[src/rtl/fetch_unit.sv]
// Instruction fetch stage: owns the PC, keeps at most one instruction-memory
// request in flight and hands each fetched word with its PC to decode.
module fetch_unit #(
  parameter int                    ADDR_WIDTH  = 32,
  parameter int                    INSTR_WIDTH = 32,
  parameter logic [ADDR_WIDTH-1:0] RESET_PC    = '0
) (
  input  logic                   clk,
  input  logic                   reset,
  input  logic                   branchTaken,
  input  logic [ADDR_WIDTH-1:0]  branchTarget,
  output logic                   imemReqValid,
  input  logic                   imemReqReady,
  output logic [ADDR_WIDTH-1:0]  imemAddr,
  input  logic                   imemRespValid,
  input  logic [INSTR_WIDTH-1:0] imemRespData,
  output logic                   instrValid,
  output logic [INSTR_WIDTH-1:0] instrOut,
  output logic [ADDR_WIDTH-1:0]  instrPc,
  input  logic                   instrReady,
  output logic [2:0]             o_dbg_state
);

  // Handshakes: a transfer happens on a rising edge where valid && ready are
  // both high; the source keeps valid and payload stable until that edge.

  typedef enum logic [2:0] {
    S_IDLE = 3'd0,
    S_REQ  = 3'd1,
    S_WAIT = 3'd2,
    S_HOLD = 3'd3,
    S_DROP = 3'd4
  } state_t;

  state_t                 r_state;
  state_t                 w_next_state;
  logic [ADDR_WIDTH-1:0]  r_pc;
  logic [ADDR_WIDTH-1:0]  r_req_pc;
  logic                   r_instr_valid;
  logic [INSTR_WIDTH-1:0] r_instr;
  logic [ADDR_WIDTH-1:0]  r_instr_pc;

  logic [ADDR_WIDTH-1:0]  w_target;
  logic                   w_redirect;
  logic                   w_req_fire;
  logic                   w_capture;
  logic                   w_release;
  logic [1:0]             w_unused_tgt_lo;

  assign w_target        = {branchTarget[ADDR_WIDTH-1:2], 2'b00};
  assign w_unused_tgt_lo = branchTarget[1:0];
  // IDLE lasts a single cycle after reset; a redirect there has nothing to steer.
  assign w_redirect      = branchTaken && (r_state != S_IDLE);
  assign w_req_fire      = imemReqValid && imemReqReady;
  assign w_capture       = (r_state == S_WAIT) && !branchTaken && imemRespValid;
  assign w_release       = (r_state == S_HOLD) && (branchTaken || instrReady);

  always_ff @(posedge clk) begin
    if (reset) begin
      r_state <= S_IDLE;
    end else begin
      r_state <= w_next_state;
    end
  end

  always_comb begin
    w_next_state = r_state;
    case (r_state)
      S_IDLE: w_next_state = S_REQ;
      S_REQ: begin
        if (!branchTaken && imemReqReady) w_next_state = S_WAIT;
      end
      S_WAIT: begin
        if (branchTaken) w_next_state = imemRespValid ? S_REQ : S_DROP;
        else if (imemRespValid) w_next_state = S_HOLD;
      end
      S_HOLD: begin
        if (branchTaken || instrReady) w_next_state = S_REQ;
      end
      S_DROP: begin
        // The response belongs to the abandoned path; it only ends the wait.
        if (imemRespValid) w_next_state = S_REQ;
      end
      default: w_next_state = S_IDLE;
    endcase
  end

  always_comb begin
    imemReqValid = (r_state == S_REQ) && !branchTaken;
    imemAddr     = r_pc;
    o_dbg_state  = r_state;
  end

  always_ff @(posedge clk) begin
    if (reset) begin
      r_pc          <= RESET_PC;
      r_req_pc      <= '0;
      r_instr_valid <= 1'b0;
      r_instr       <= '0;
      r_instr_pc    <= '0;
    end else begin
      if (w_redirect) begin
        r_pc <= w_target;
      end else if (w_req_fire) begin
        r_req_pc <= r_pc;
        r_pc     <= r_pc + ADDR_WIDTH'(4);
      end
      if (w_capture) begin
        r_instr       <= imemRespData;
        r_instr_pc    <= r_req_pc;
        r_instr_valid <= 1'b1;
      end else if (w_release) begin
        r_instr_valid <= 1'b0;
      end
    end
  end

  assign instrValid = r_instr_valid;
  assign instrOut   = r_instr;
  assign instrPc    = r_instr_pc;

endmodule

[config.mk]
export PLATFORM = sky130hd
export DESIGN_NAME = fetch_unit
export DESIGN_NICKNAME = d
export VERILOG_FILES = /design/src/rtl/fetch_unit.sv
export SDC_FILE = /design/constraint.sdc
export NUM_CORES = 1
export LEC_CHECK = 0
export BUFFER_PORTS_ARGS = -buffer_cell sky130_fd_sc_hd__buf_2
export CAP_MARGIN = 0
export CORE_MARGIN = 10
export CORE_UTILIZATION = 45
export DETAILED_ROUTE_END_ITERATION = 10
export PLACE_DENSITY = 0.76
export SETUP_SLACK_MARGIN = 0.15
export SYNTH_ARGS = -nofsm -noshare
export SYNTH_HDL_FRONTEND = slang
export SYNTH_SLANG_ARGS = --single-unit
[constraint.sdc]
create_clock -name clk -period 2.1 [get_ports clk]
set_input_delay 0.42 -clock clk [delete_from_list [all_inputs] [get_ports clk]]
set_output_delay 0.42 -clock clk [all_outputs]
set_load 0.01 [all_outputs]
==> flow_metrics.tcl <==
set metrics [dict create \
    outcome "finished clean" \
    vias 5092 \
    critPathKind "flop to output pin" \
    core_area_mm2 0.01089 \
    irDropWorstVdd_v 0.0004759 \
    wire_per_inst_um 16.42 \
    place.gp.congestion 0.8274 \
    skew_ps 8.080 \
    area_delta_synth_final_pct 34.36 \
    clkSinkCount 126 \
    synthCells 633 \
    crit_arrival_ps 1530 \
    die_area_mm2 0.01584 \
    num_rows 38 \
    cts_tree "built" \
    hold_ws_ps 85.30 \
    timing.final.crit_share_pct 92.86 \
    critPathMaxFanout 2 \
    cts_root_buf "clkbuf_8" \
    synth_ff_type "dfxtp_1" \
    cp-start-kind "flop" \
    first_iter_violations 313 \
    critPathCaptureType "output pin" \
    tns_ps 0 \
    ys_ff_latch 126 \
    cts_made_buffers 17 \
    async_flop_share_pct 0 \
    max_freq_mhz 512.8 \
    fp.dieH_um 125.9 \
    first_pass_iters 4 \
    synth_edf_count 0 \
    ant_nets 0 \
    min_path_type "input pin to flop" \
    synth_top_area_cell "dfxtp_1" \
    drt_wl_total_um 15750 \
    drv_slew 0 \
    h-tree-depth 4 \
    relSlewSlack_pct 62.18 \
    grt_antenna_before_repair 3 \
    start_util_pct 46.32 \
    fin_util_pct 62.24 \
    power_per_cell_area_mw_per_mm2 839.0 \
    synth_area_per_cell_um2 7.968 \
    syn_area_mm2 0.005044 \
    grt_setup_unrepaired "true" \
    cts_buffer_depth 2 \
    postCtsHoldBufs 0 \
    route.detailed.drc 0 \
    path_cells "or2_4 > buf_6 > nor3b_2 > buf_2" \
    grt_max_degree 63 \
    synth_cell_types 45 \
    io_pins 171 \
    viasPerCell 5.310 \
    grt_usage_pct 18.53 \
    synth_top_cells_by_area "dfxtp_1 (50%), nand2_1 (15%), a21oi_1 (10%)" \
    cap_violations 0 \
    grt_overflow 0 \
    synth_common_cells "nand2_1 (201), dfxtp_1 (126), a21oi_1 (103)" \
    yosysWarnings 0 \
    ys_seq_area_share_pct 50.01 \
    hold_violations 0 \
    drive_above_1_share_pct 30.72 \
    crit_family "simple AND/OR/NAND/NOR gates" \
    port_buffers 164 \
    nets 875 \
    synth_top_area_share_pct 50.01 \
    clk_pin_slew_ps 60 \
    yosysMostFrequentCell "nand2_1" \
    place_hpwl_um 11170 \
    path_buf_inv 2 \
    setup_violations 0 \
    period_needed_ps 1950 \
    required_ps 1680 \
    grt_pass1_wl_um 24410 \
    post-place-ws_ps 93.75 \
    fin_ws_ps 150.0 \
    slowest_stage "dfxtp_4" \
    die_w_um 125.9 \
    tightest_slew_ps 567.4 \
    worst_path_largest_cell_delay_ps 350 \
    insertion_delay_ps 520 \
    leakagePower_nw 2.790 \
    first_global_vias 4892 \
]
[logic make-up after synthesis]
group / synth area share, %
and+or+nand+nor: 24.39
AOI/OAI and AO/OA: 17.24
DFF: 50.01
buffers and inverters: 4.391
xor gates and xnor gates: 2.779
muxes: 0.8682
adders and majority gates: 0.2480
other: 0.07435
[sequential cells by signal (all words and copies together), names as in the netlist]
signal,cells
instrPc,30
instrValid,1
r_req_pc,30
instrOut,32
imemAddr,30
o_dbg_state,3
[per-stage QoR]
stage / cell area [um2] / instances / total power, mW
floorplan: 5060 / 636 / 2.758
global placement: 6085 / 916 / 2.934
detailed placement: 6085 / 916 / 2.946
CTS: 6690 / 950 / 5.710
global route: 6777 / 959 / 5.868
finish: 6777 / 959 / 5.685
[where the power goes]
part / leakage (nW) / internal [mW] / switching [mW]
registers: 1.02 / 2.44 / 0.0657
clock network: 0.273 / 1.74 / 1.04
logic: 1.49 / 0.169 / 0.229
total: 2.79 / 4.35 / 1.33
[layer usage]
layer / up-vias / GRT usage, % / wire length [um]
met1: 2398 / 19.97 / 6319
li1: 2500 / - / -
met4: 2 / 7.435 / 383
met2: 160 / 33.39 / 8314
met3: 32 / 5.285 / 714
met5: - / 0 / 13
[cells in the final DEF (no fill, tap or decap), drive strengths merged, types with 5 or more instances in the layout]
cell type | Yosys | layout
a211oi | 14 | 14
a21oi | 103 | 103
a22oi | 9 | 9
and3 | 8 | 8
and4 | 5 | 5
buf | 7 | 198
clkbuf | 42 | 21
clkinv | 0 | 6
dfxtp | 126 | 126
nand2 | 201 | 201
nand3 | 18 | 18
nand4 | 8 | 8
nor2 | 20 | 20
nor3 | 7 | 7
xor2 | 13 | 13
[final timing paths]
kind	from	end	slack (ps)	depth (start not counted)
worst min register to register	instrPc[13]	instrPc[13]	450	2
worst max-delay path	o_dbg_state[2]	imemReqValid	150	4
worst max register to register	o_dbg_state[2]	imemAddr[20]	200	8
worst min-delay path	imemRespValid	o_dbg_state[2]	90	2
[what timing repair did]
item,in CTS,in global routing
setup endpoints to repair,1,17
resized for setup,4,12
buffers inserted,2,7
pin swaps,1,2
[layout make-up]
class / count / area, um2
well taps: 140 / 175.2
fillers: 967 / 4111
inverters: 1 / 3.754
repair buffers: 198 / 1140
flip-flops and latches: 126 / 2534
diodes: 2 / 5.005
clock inverters: 11 / 116.4
clock buffers: 21 / 449.2
multi-input cells: 460 / 2354
Note: power is estimated with default switching activity, not from simulation.
